--- config.mk ---
export PLATFORM = sky130hd
export DESIGN_NAME = bfp_line_responder
export DESIGN_NICKNAME = d
export VERILOG_FILES = /design/src/rtl/bfp_line_responder.sv
export SDC_FILE = /design/constraint.sdc
export NUM_CORES = 1
export LEC_CHECK = 0
export ABC_AREA = 0
export CAP_MARGIN = 25
export CORE_AREA = 2 2 287 289
export CTS_BUF_LIST = sky130_fd_sc_hd__clkbuf_4 sky130_fd_sc_hd__clkbuf_8 sky130_fd_sc_hd__clkbuf_16
export DETAILED_ROUTE_END_ITERATION = 16
export DIE_AREA = 0 0 289 291
export SLEW_MARGIN = 15
export SYNTH_ARGS = -nofsm -noshare
export SYNTH_HDL_FRONTEND = slang
export SYNTH_SLANG_ARGS = --single-unit
--- constraint.sdc ---
create_clock -name clk -period 8.45 [get_ports clk]
set_input_delay 1.69 -clock clk [delete_from_list [all_inputs] [get_ports clk]]
set_output_delay 1.69 -clock clk [all_outputs]
set_load 0.1 [all_outputs]
--- src/rtl/bfp_line_responder.sv ---
// bfp_line_responder: gathers bfp write bursts into line writes and splits line reads into beats
module bfp_line_responder #(
  parameter int ADDR_WIDTH = 32,
  parameter int BEAT_WIDTH = 64,
  parameter int BEATS      = 4
) (
  input  logic                        clk,
  input  logic                        rst,
  input  logic [ADDR_WIDTH-1:0]       bfp_addr_i,
  input  logic                        bfp_read_i,
  input  logic                        bfp_write_i,
  input  logic [BEAT_WIDTH-1:0]       bfp_wdata_i,
  output logic                        bfp_ready_o,
  output logic [ADDR_WIDTH-1:0]       bfp_raddr_o,
  output logic [BEAT_WIDTH-1:0]       bfp_rdata_o,
  output logic                        bfp_rvalid_o,
  output logic [ADDR_WIDTH-1:0]       mem_addr_o,
  output logic                        mem_read_o,
  output logic                        mem_write_o,
  output logic [BEAT_WIDTH*BEATS-1:0] mem_wdata_o,
  input  logic [BEAT_WIDTH*BEATS-1:0] mem_rdata_i,
  input  logic                        mem_resp_i,
  output logic                        proto_err_o
);
  localparam int CW = $clog2(BEATS);
  localparam logic [CW-1:0] LAST = CW'(BEATS - 1);
  localparam logic [ADDR_WIDTH-1:0] OFF_MASK = ADDR_WIDTH'(BEAT_WIDTH * BEATS / 8 - 1);
  typedef enum logic [2:0] {IDLE, WGATHER, MWRITE, MREAD, RESP} state_t;
  state_t                      state_q, state_d;
  logic [CW-1:0]               cnt_q, cnt_d;
  logic [ADDR_WIDTH-1:0]       addr_q, addr_d;
  logic [BEAT_WIDTH*BEATS-1:0] line_q, line_d;
  logic                        err_q, err_d;
  always_ff @(posedge clk) begin
    if (rst) begin
      state_q <= IDLE;
      cnt_q   <= '0;
      addr_q  <= '0;
      line_q  <= '0;
      err_q   <= 1'b0;
    end else begin
      state_q <= state_d;
      cnt_q   <= cnt_d;
      addr_q  <= addr_d;
      line_q  <= line_d;
      err_q   <= err_d;
    end
  end
  always_comb begin
    state_d = state_q;
    cnt_d   = cnt_q;
    addr_d  = addr_q;
    line_d  = line_q;
    err_d   = err_q;
    case (state_q)
      IDLE: begin
        // a write beat wins over a simultaneous read; the read must be re-presented
        if (bfp_write_i) begin
          addr_d                   = bfp_addr_i & ~OFF_MASK;
          line_d[BEAT_WIDTH-1:0]   = bfp_wdata_i;
          cnt_d                    = CW'(1);
          state_d                  = WGATHER;
        end else if (bfp_read_i) begin
          addr_d  = bfp_addr_i & ~OFF_MASK;
          state_d = MREAD;
        end
      end
      WGATHER: begin
        if (bfp_write_i) begin
          line_d[BEAT_WIDTH*cnt_q +: BEAT_WIDTH] = bfp_wdata_i;
          cnt_d   = cnt_q + CW'(1);
          state_d = (cnt_q == LAST) ? MWRITE : WGATHER;
        end else begin
          err_d   = 1'b1;
          cnt_d   = '0;
          state_d = IDLE;
        end
      end
      MWRITE: state_d = mem_resp_i ? IDLE : MWRITE;
      MREAD: begin
        if (mem_resp_i) begin
          line_d  = mem_rdata_i;
          cnt_d   = '0;
          state_d = RESP;
        end
      end
      RESP: begin
        cnt_d   = cnt_q + CW'(1);
        state_d = (cnt_q == LAST) ? IDLE : RESP;
      end
      default: state_d = IDLE;
    endcase
  end
  assign bfp_ready_o  = state_q == IDLE;
  assign bfp_rvalid_o = state_q == RESP;
  assign bfp_rdata_o  = bfp_rvalid_o ? line_q[BEAT_WIDTH*cnt_q +: BEAT_WIDTH] : '0;
  assign bfp_raddr_o  = bfp_rvalid_o ? addr_q : '0;
  assign mem_addr_o   = addr_q;
  assign mem_read_o   = state_q == MREAD;
  assign mem_write_o  = state_q == MWRITE;
  assign mem_wdata_o  = line_q;
  assign proto_err_o  = err_q;
endmodule
==> results of run 1 <==
[worst max-delay path, stage by stage, from the launching register on]
cell             delay [ps]
dfxtp_4                 730
buf_4                   780
mux4_2                  590
and2_1                  230
clkdlybuf4s50_1        1000
[stage by stage]
stage	hold slack [ps]	worst slack, ps	instances
2_1_floorplan	676	3780	1672
3_3_place_gp	458	3250	3323
3_5_place_dp	461	3300	3328
4_1_cts	470	2680	3396
5_1_grt	490	2590	3398
6_report	468	2800	3400
[kinds of logic after synthesis]
kind of cell,after synthesis
other,1
buffers and inverters,183
muxes,64
adders and majority gates,4
and+or+nand+nor,754
AOI/OAI and AO/OA,368
DFF,289
[cell usage in the layout, fill, tap and decap left out, types with 2 or more instances in the layout]
master	netlist	layout
clkdlybuf4s50_1	0	725
nand2_1	442	442
dfxtp_1	289	287
nor2_1	199	198
a311oi_1	192	192
and2_1	91	91
mux4_2	64	64
a22oi_1	64	64
o2bb2ai_1	64	64
clkbuf_16	0	41
buf_4	11	33
a21oi_1	35	32
clkbuf_8	0	11
conb_1	1	10
clkbuf_4	0	10
inv_1	5	5
buf_16	0	5
ha_1	4	4
diode_2	0	3
nor2b_1	5	3
nand3b_1	3	3
a21oi_4	0	3
bufinv_16	0	3
clkinv_2	0	3
nor3b_1	2	2
nor3_1	2	2
nand2b_1	2	2
a31oi_1	2	2
nor2_4	0	2
dfxtp_4	0	2
[power groups by stage]
stage	clock [mW]	sequential, mW	combinational, mW
after floorplan	0	2.07	0.341
after global placement	0	1.56	1.32
after detailed placement	0	1.56	1.33
after CTS	1.81	1.53	1.34
after global routing	1.86	1.54	1.39
final	1.76	1.53	1.33
[sequential cells by signal, summed over array words and instances (netlist names)]
| signal | flops |
|---|---|
| mem_addr_o | 27 |
| cnt_q | 2 |
| mem_wdata_o | 256 |
| proto_err_o | 1 |
| state_q | 3 |
[cells in the mapped netlist, drive strengths merged (2+ instances only)]
cell type	count	area [µm²]
inv	5	18.8
nor3	2	10.0
o2bb2ai	64	561
buf	59	350
a22oi	64	480
nand2b	2	12.5
nor4	2	27.5
a211oi	2	20.0
o21ai	2	10.0
dfxtp	289	5790
ha	4	50.1
nor2	200	753
clkbuf	119	447
a21oi	35	175
nand3b	3	22.5
nor2b	5	31.3
nor3b	2	15.0
and2	91	569
nand2	442	1660
mux4	64	1440
a311oi	193	1700
a31oi	2	12.5
[layer usage]
metal | up-vias | wire length [µm] | track usage (%)
met2 | 669 | 35600 | 28.1
met4 | 12 | 2120 | 5.72
met5 | - | 66 | 0
li1 | 7267 | - | -
met3 | 120 | 5800 | 4.22
met1 | 7670 | 30900 | 21.2
[worst paths after layout]
path                       start          endpoint  slack (ps)  depth (start not counted)
setup / recovery        cnt_q[0]   bfp_rdata_o[32]        2800                          4
hold / removal    mem_addr_o[18]    mem_addr_o[18]         470                          2
setup reg to reg      state_q[1]  mem_wdata_o[195]        4450                          5
hold reg to reg   mem_addr_o[18]    mem_addr_o[18]         470                          2
[cell type report]
class,instances,area share (%)
antenna,3,0.0313
tap,1070,5.59
multi-input combinational,1200,32.4
sequential,289,24.2
clock inverter,7,0.475
clock buffer,61,5.17
inverter,5,0.0783
timing repair buffer,765,32.0
==> metrics.cfg, run 1 <==
[yosys]
synth_fa_ha_area_share_pct = 0.351
synthCells = 1663
synthArstFlopShare_pct = 0
synth-compound-area-share_pct = 21.2
synth_edf_count = 0
ys_ff_latch = 289
synth_seq_area_share_pct = 40.6
dominantRegCellSynth = dfxtp_1
yosysWarnings = 0
synth_top_family_by_area = simple AND/OR/NAND/NOR gates
syn_avg_cell_area_um2 = 8.58
synth-simple-area-share_pct = 22.0
ys_types = 42
syn-cell-area_um2 = 14300
muxShareOfSynthArea_pct = 10.1
synth-xor-area-share_pct = 0

[setup_path]
endpoint_kind = output port
cp.arrival_ps = 3960
critPathRequiredTime_ps = 6760
critPathKind = register to output port
cp_max_fo = 33
crit_path_start_kind = register

[final_layout]
utilization_pct = 29.5
area_delta_synth_final_pct = 68.0
fin_nets = 2660
multiInputGateArea_um2 = 7770
design_area_um2 = 24000
drive_gt1_share_pct = 8.17
layout.area.seq_um2 = 5790
fillers = 8604

[pwr]
power_frac_comb_pct = 28.8
p_leak_nw = 7.46
power_switching_mw = 1.67
p_total_mw = 4.62
sw_frac_of_total_pct = 36.0
vdd_ir_drop_max_v = 0.0000955
seq_power_share_pct = 33.1
p_per_area_nw_per_um2 = 193
clkPwrFrac_pct = 38.2
internal_power_mw = 2.96

[floorplan]
rows = 105
pin_count = 746
initial_core_util_pct = 17.6
core_area_um2 = 81200
dieArea_um2 = 84100
fp.dieH_um = 291
fp.dieW_um = 289

[sta]
fmax_mhz = 177
rsz0062_at_grt = no
drv_slew = 0
timing.final.crit_share_pct = 66.8
fin_skew_ps = 19.4
slew_headroom_pct = 23.6
worstMarginPinSlew_ps = 1140
finalHoldViolCount = 0
setup_tns_ps = 0
setup-violations-final = 0
layout_min_cycle_time_ps = 5650

[placed_design]
place_area_um2 = 22600
port_buffers = 730
dp_hpwl_mm = 52.7
place.gp.congestion = 0.819

[route]
avgRoutedWirePerCell_um = 21.9
drt_iter0_drc = 884
wl_mm = 74.4
num_vias = 15700
first_pass_iters = 5
drc = 0
viasPerCell = 4.63
ant_nets = 0

[global_route]
grt_usage_pct = 16.9
grt_pass1_wl_mm = 107
grt-ovfl-total = 0
grt_pass1_vias = 15600
antenna_found_initial = 10
grt_max_degree = 98

[cts]
cts_max_level = 2
cts_setup_buffers = 0
clockBufferDepth = 3
clk_latency_ps = 550
hold_buffers = 0
tritoncts = done
cts-resized-gates = 0
path_clk_slew_ps = 70
clock_sinks = 289
cts_made_buffers = 38
cts_root_buf = clkbuf_16

[run]
drv_cap = 0

[run_status]
status = finished clean

[hold_path]
hold_path_class = register to register

Power figures use the tool's default switching activity.
==> inputs of run 2 (changes only) <==
==> constraint.sdc (replaced) <==
create_clock -name clk -period 5.1 [get_ports clk]
set_input_delay 1.02 -clock clk [delete_from_list [all_inputs] [get_ports clk]]
set_output_delay 1.02 -clock clk [all_outputs]
set_load 0.1 [all_outputs]
==> metrics.cfg, run 2 (synthesis gave the netlist of run 1 again) <==
[placed_design]
port_buffers = 730
pre_cts_ws_ps = 1070
place_area_um2 = 22600
place.gp.congestion = 0.828
dp.cells = 3329
dp_hpwl_mm = 53.6

[final_layout]
fillers = 8625
stdcell_count = 3397
area_delta_synth_final_pct = 67.4
drive_gt1_share_pct = 8.82
fin_nets = 2660
final_cell_mix = 708 x clkdlybuf4s50_1, 442 x nand2_1, 287 x dfxtp_1, 198 x nor2_1, 192 x a311oi_1
layout_commonest_cell = clkdlybuf4s50_1
largest_register_ffs = 256
design_area_um2 = 23900

[cts]
path_clk_slew_ps = 60
cts_root_buf = clkbuf_16
hold_buffers = 0
cts_max_level = 2
clockBufferDepth = 3
cts_made_buffers = 37
cts-resized-gates = 0
tritoncts = done
clock_sinks = 289
cts_setup_buffers = 0
clk_latency_ps = 550

[sta]
rsz0062_at_grt = no
slew_headroom_pct = 25.6
layout_min_cycle_time_ps = 4530
worstMarginPinSlew_ps = 1110
timing.final.ws_setup_ps = 573
fin_skew_ps = 9.37
setup_tns_ps = 0
timing.final.crit_share_pct = 88.8
setup-violations-final = 0
fmax_mhz = 221
finalHoldViolCount = 0
drv_slew = 0

[floorplan]
core_area_um2 = 81200
pin_count = 746
initial_core_util_pct = 17.6
fp.dieW_um = 289
dieArea_um2 = 84100
fp.dieH_um = 291
rows = 105

[route]
num_vias = 15600
ant_nets = 0
first_pass_iters = 5
avgRoutedWirePerCell_um = 22.1
drt_iter0_drc = 849
wl_mm = 74.9
viasPerCell = 4.60
drc = 0

[pwr]
p_per_area_nw_per_um2 = 314
vdd_ir_drop_max_v = 0.000155
p_leak_nw = 7.45

[run_status]
status = finished clean

[global_route]
grt-ovfl-total = 0
grt_usage_pct = 17.1
grt_max_degree = 121
antenna_found_initial = 10
grt_pass1_wl_mm = 108
grt_pass1_vias = 15500

[run]
drv_cap = 0

[setup_path]
cp_max_fo = 34
crit_path_start_kind = register
endpoint_kind = output port
critPathKind = register to output port
cp.arrival_ps = 3510
critPathRequiredTime_ps = 4080

[hold_path]
hold_path_class = register to register

## run 2: layout make-up
type,instances,area [µm²],area share (%)
clock inverters,12,151,0.634
clock buffers,53,1080,4.54
diodes,2,5.00,0.0210
multi-input cells,1200,7770,32.6
inverters,5,18.8,0.0786
flip-flops and latches,289,5790,24.3
repair buffers,766,7710,32.3
well taps,1070,1340,5.61
## run 2: power by group
| group | switching (mW) | internal, mW |
|---|---|---|
| combinational | 1.50 | 0.711 |
| sequential | 0.154 | 2.39 |
| clock | 1.11 | 1.64 |
## run 2: stage by stage
step / hold WS, ps / util (%) / total power [mW]
finish: 473 / 29.4 / 7.51
detailed placement: 464 / 27.9 / 4.81
floorplan: 676 / - / 3.99
global placement: 457 / 27.8 / 4.79
global route: 498 / 29.4 / 7.77
CTS: 472 / 29.4 / 7.58
## run 2: routing by layer
| metal | share of wire, % | GRT usage (%) |
|---|---|---|
| met1 | 41 | 21.4 |
| met2 | 48 | 28.7 |
| met3 | 7.9 | 4.16 |
| met4 | 2.8 | 5.28 |
| met5 | 0.064 | 0 |
## run 2: final timing paths
path	from	to	slack, ps	cells after the start
worst max register to register	state_q[1]	mem_wdata_o[205]	1690	5
worst min register to register	mem_addr_o[26]	mem_addr_o[26]	470	2
worst min-delay path	mem_addr_o[26]	mem_addr_o[26]	470	2
worst max-delay path	cnt_q[0]	bfp_rdata_o[24]	570	4
## run 2: critical path, stage by stage, from the launching register on
cell,delay (ps)
dfxtp_4,920
buf_12,290
mux4_2,520
and2_1,190
clkdlybuf4s50_1,990
==> inputs of run 3 (changes only) <==
--- a/config.mk
+++ b/config.mk
@@ -11,6 +11,7 @@
 export CTS_BUF_LIST = sky130_fd_sc_hd__clkbuf_4 sky130_fd_sc_hd__clkbuf_8 sky130_fd_sc_hd__clkbuf_16
 export DETAILED_ROUTE_END_ITERATION = 16
 export DIE_AREA = 0 0 289 291
+export SETUP_SLACK_MARGIN = 0.15
 export SLEW_MARGIN = 15
 export SYNTH_ARGS = -nofsm -noshare
 export SYNTH_HDL_FRONTEND = slang
==> results of run 3 <==
Final layout, timing and power as in run 2 (identical DEF).
==> RTL edit 1 (settings of run 2) <==
`BEAT_WIDTH`: 64 -> 60.
--- a/src/rtl/bfp_line_responder.sv
+++ b/src/rtl/bfp_line_responder.sv
@@ -2,5 +2,5 @@
 module bfp_line_responder #(
   parameter int ADDR_WIDTH = 32,
-  parameter int BEAT_WIDTH = 64,
+  parameter int BEAT_WIDTH = 60,
   parameter int BEATS      = 4
 ) (
Interface: changed (resized bfp_rdata_o, bfp_wdata_i, mem_rdata_i and mem_wdata_o); port bits go from 746 to 706. The function was not compared with the original's and may differ.
==> RTL edit 1 against run 2 <==
  * Worst hold slack got worse by 0.0021 ns
  * Sequential share of layout area fell by 4.8 points
  * Wire length rose by 76%
  * Global-route usage rose by 13 points
  * Final cell count rose by 17%
  * Via count rose by 50%
  * Worst setup slack improved by 0.39 ns
  * Area after synthesis rose by 36%
  * Register-to-register slack got worse by 0.34 ns
  * Total power rose by 52%
  * Clock skew rose by 0.032 ns
  * Final area rose by 18%
  * Sequential cell count fell by 15
  * Critical path type unchanged
==> RTL edit 1: results <==
metrics = {
    "clock_tree": {
        "cts_resized": 0,
        "worstSkewPairLatency_ns": 0.59,
    },
    "power": {
        "vdd_drop_max_mv": 0.2204,
        "power_leakage_nw": 9.563,
    },
    "cells_and_area": {
        "fin_nets": 3196,
        "largest_reg_flops": 240,
        "drive_gt1_share_pct": 13.33,
    },
    "logic_synthesis": {
        "synth_area_leaders": "dfxtp_1 (28%), mux4_2 (9.6%), a221oi_1 (7.6%)",
        "synth_common_cells": "dfxtp_1 (274), nor2_1 (269), nand2_1 (222), a221oi_1 (168), a211oi_1 (152)",
        "ys_seq_area_share_pct": 28.30,
        "synth.distinct_cells": 87,
    },
    "global_route": {
        "track_usage_pct": 29.96,
        "grt_pass1_wl_um": 178700,
        "grt_max_degree": 120,
        "antenna_found_initial": 44,
        "grt_pass1_vias": 21640,
    },
    "timing": {
        "relSlewSlack_pct": 26.16,
        "fmax_ghz": 0.2415,
        "clock_skew_ns": 0.04167,
    },
    "worst_setup_path": {
        "r2r-start": "cnt_q[0]",
        "ff2ff_path_depth": 8,
        "cp_max_fo": 108,
        "r2r_slack_ns": 1.35,
    },
    "drt": {
        "vias": 23490,
        "firstDrtPassIters": 6,
        "drt-total-wl_um": 132100,
    },
    "placement": {
        "pre_cts_ws_ns": 1.328,
        "portBuffers": 693,
        "place_congestion": 0.9729,
    },
    "outcome": {
        "outcome": "finished clean",
    },
}
-- RTL edit 1: logic make-up (layout without fill, tap and decap cells) --
group	Yosys count	in the layout	synth area share, %
other	1	29	0.01935
AND/OR/NAND/NOR	809	809	19.62
XOR/XNOR	4	4	0.2582
multiplexers	169	169	15.65
flip-flops	274	274	28.30
AO/OA/AOI/OAI	765	765	28.68
buffers and inverters	288	847	7.153
adder cells (fa/ha/maj)	5	5	0.3228
-- RTL edit 1: worst paths after layout --
| path | end |
|---|---|
| worst max-delay path | bfp_rdata_o[53] |
| worst min-delay path | mem_addr_o[29] |
| worst max register to register | mem_wdata_o[22] |
| worst min register to register | mem_addr_o[29] |
-- RTL edit 1: report_power, final --
group / internal (mW) / switching [mW]
clock network: 1.58 / 1.20
logic: 1.69 / 4.27
registers: 2.36 / 0.339
total: 5.63 / 5.81
-- RTL edit 1: per-stage QoR --
stage          cells  hold WS (ns)  area, um2
4_1_cts         3950        0.4726      28140
2_1_floorplan   2322        0.6663      19410
3_5_place_dp    3882        0.4629      26890
5_1_grt         3962        0.4865      28180
3_3_place_gp    3880        0.4577      26830
6_report        3972        0.4713      28210
-- RTL edit 1: area by class of cell --
cell class                      count  area (um2)
Antenna cell                       21       52.55
Clock buffer                       52        1105
Clock inverter                     16       150.1
Fill cell                        8492       52980
Inverter                           28       110.1
Multi-Input combinational cell   1760       12660
Sequential cell                   274        5497
Tap cell                         1070        1339
Timing Repair Buffer              751        7292
-- RTL edit 1: worst max-delay path: stages, from the launching register on --
cell     delay, ns
dfxtp_4       0.44
buf_12        0.54
buf_4         0.67
mux4_2        0.43
and2_1        0.17
buf_4         0.23
-- RTL edit 1: layer usage --
metal	track usage, %	vias to the layer above	part of all wire, %
met4	10.32	46	3.8
met5	0	-	0.22
met1	38.18	11680	39
met2	47.43	1541	46
met3	9.444	305	11
li1	-	9921	-
==> RTL edit 2 (config.mk and constraints of run 2) <==
Made on the original files. `addr_q` no longer has a reset.
--- a/src/rtl/bfp_line_responder.sv
+++ b/src/rtl/bfp_line_responder.sv
@@ -36,5 +36,4 @@
       state_q <= IDLE;
       cnt_q   <= '0;
-      addr_q  <= '0;
       line_q  <= '0;
       err_q   <= 1'b0;
@@ -42,8 +41,11 @@
       state_q <= state_d;
       cnt_q   <= cnt_d;
-      addr_q  <= addr_d;
       line_q  <= line_d;
       err_q   <= err_d;
     end
+  end
+
+  always_ff @(posedge clk) begin
+    addr_q <= addr_d;
   end
   always_comb begin
Check against the original RTL: not equivalent (a bounded check fails within 4 cycles, from zero or initial values and one cycle with rst high).
==> RTL edit 2 against run 2 <==
  * Total power grew 27%
  * Sequential cell count is the same
  * Register-to-register slack lost 0.34 ns
  * Final cell count shrank 2.4%
  * Area after synthesis shrank 0.33%
  * Via count shrank 0.49%
  * Critical path depth is the same
  * Worst setup slack lost 0.092 ns
  * Final area shrank 0.59%
  * Clock skew grew 0.0077 ns
  * Sequential share of layout area grew 1.3 points
  * Wire length grew 1.9%
  * Count of clock-buffer cells in the layout shrank 1
  * Critical path type unchanged
==> RTL edit 2: results <==
metrics = {
    "outcome": {
        "outcome": "finished clean",
    },
    "cells_and_area": {
        "drive_gt1_share_pct": 8.248,
        "largest_reg_flops": 256,
        "fin_nets": 2580,
    },
    "drt": {
        "firstDrtPassIters": 5,
        "drc": 0,
        "vias": 15550,
        "drt_iter0_drc": 1168,
        "drt-total-wl_um": 76330,
    },
    "timing": {
        "tightest_slew_ns": 1.072,
        "clock_skew_ns": 0.01710,
    },
    "clock_tree": {
        "cts_root_buffer": "clkbuf_16",
        "worstSkewPairLatency_ns": 0.55,
        "cts_max_level": 2,
        "clkSlewWorstSetupHoldPaths_ns": 0.06,
        "cts_buffers": 36,
        "postCtsSetupBuffers": 0,
    },
    "global_route": {
        "grt_pass1_vias": 15100,
        "grt_max_degree": 134,
        "track_usage_pct": 17.31,
        "grt_pass1_wl_um": 108400,
        "antenna_found_initial": 3,
    },
    "placement": {
        "place_congestion": 0.8650,
        "pre_cts_ws_ns": 1.010,
        "hpwl_um": 51880,
    },
    "worst_setup_path": {
        "arrival_ns": 3.60,
        "ff2ff_path_depth": 9,
        "cp_max_fo": 28,
    },
    "logic_synthesis": {
        "synthFlopType": "dfxtp_1",
        "synth_area_leaders": "dfxtp_1 (37%), a311oi_1 (12%), nand2_1 (10%)",
        "async_reset_ff_share_pct": 0,
        "synth_common_cells": "nand2_1 (390), dfxtp_1 (262), nor2_1 (199), a311oi_1 (192), clkbuf_1 (122)",
        "synth_edf_count": 27,
        "yosys_warnings": 0,
        "ys_seq_area_share_pct": 42.59,
        "synth.distinct_cells": 44,
    },
    "worst_hold_path": {
        "min_path_type": "reg2reg",
        "whs_path_depth": 1,
    },
    "power": {
        "vdd_drop_max_mv": 0.1704,
        "power_leakage_nw": 7.628,
    },
}
## RTL edit 2: cell types whose count changed in the layout (fill, tap and decap cells not counted), sizes merged, moves of 15 or more
cell,change
dfxtp,-27
buf,-15
edfxtp,+27
and3,+91
nand2,-51
and2,-90
a21oi,-27
## RTL edit 2: area by class of cell
| type | count | area [um2] |
|---|---|---|
| sequential | 289 | 6067 |
| tap | 1070 | 1339 |
| clock inverter | 10 | 105.1 |
| fill | 8589 | 57450 |
| multi-input combinational | 1127 | 7457 |
| timing repair buffer | 760 | 7664 |
| antenna | 2 | 5.005 |
| inverter | 5 | 26.28 |
| clock buffer | 52 | 1076 |
## RTL edit 2: worst paths after layout
kind,slack [ns],startpoint,to
worst max-delay path,0.48,cnt_q[0],bfp_rdata_o[39]
worst min-delay path,0.48,mem_wdata_o[6],mem_wdata_o[6]
worst max register to register,1.35,cnt_q[0],mem_wdata_o[43]
worst min register to register,0.48,mem_wdata_o[6],mem_wdata_o[6]
## RTL edit 2: critical path: stages (launching register included)
cell	delay, ns
dfxtp_4	0.87
buf_4	0.34
mux4_2	0.58
and3_1	0.21
clkdlybuf4s50_1	0.96
## RTL edit 2: kinds of logic (layout without fill, tap and decap cells)
family | Yosys count | after routing | share of synthesized area (%)
and+or+nand+nor | 709 | 709 | 21.04
muxes | 64 | 64 | 10.14
buffers and inverters | 184 | 827 | 5.729
adders and majority gates | 4 | 4 | 0.3520
DFF | 289 | 289 | 42.59
other | 1 | 12 | 0.02637
AOI/OAI and AO/OA | 340 | 340 | 20.13
## RTL edit 2: power by group
part	internal, mW	leakage (nW)	total (mW)	switching, mW
clock	1.57	0.597	2.64	1.07
combinational	1.12	4.64	4.02	2.90
sequential	2.56	2.39	2.86	0.302
## RTL edit 2: layer usage
metal	GRT usage [%]	vias up	part of all wire [%]
met3	3.730	89	7.8
met1	22.34	7625	42
met2	28.70	727	48
li1	-	7109	-
met4	5.205	2	2.6
met5	0	-	0.017
## RTL edit 2: stage by stage
stage / std cells / instance area (um2)
2_1_floorplan: 1600 / 14250
3_3_place_gp: 3249 / 22510
3_5_place_dp: 3250 / 22530
4_1_cts: 3312 / 23710
5_1_grt: 3314 / 23740
6_report: 3315 / 23740
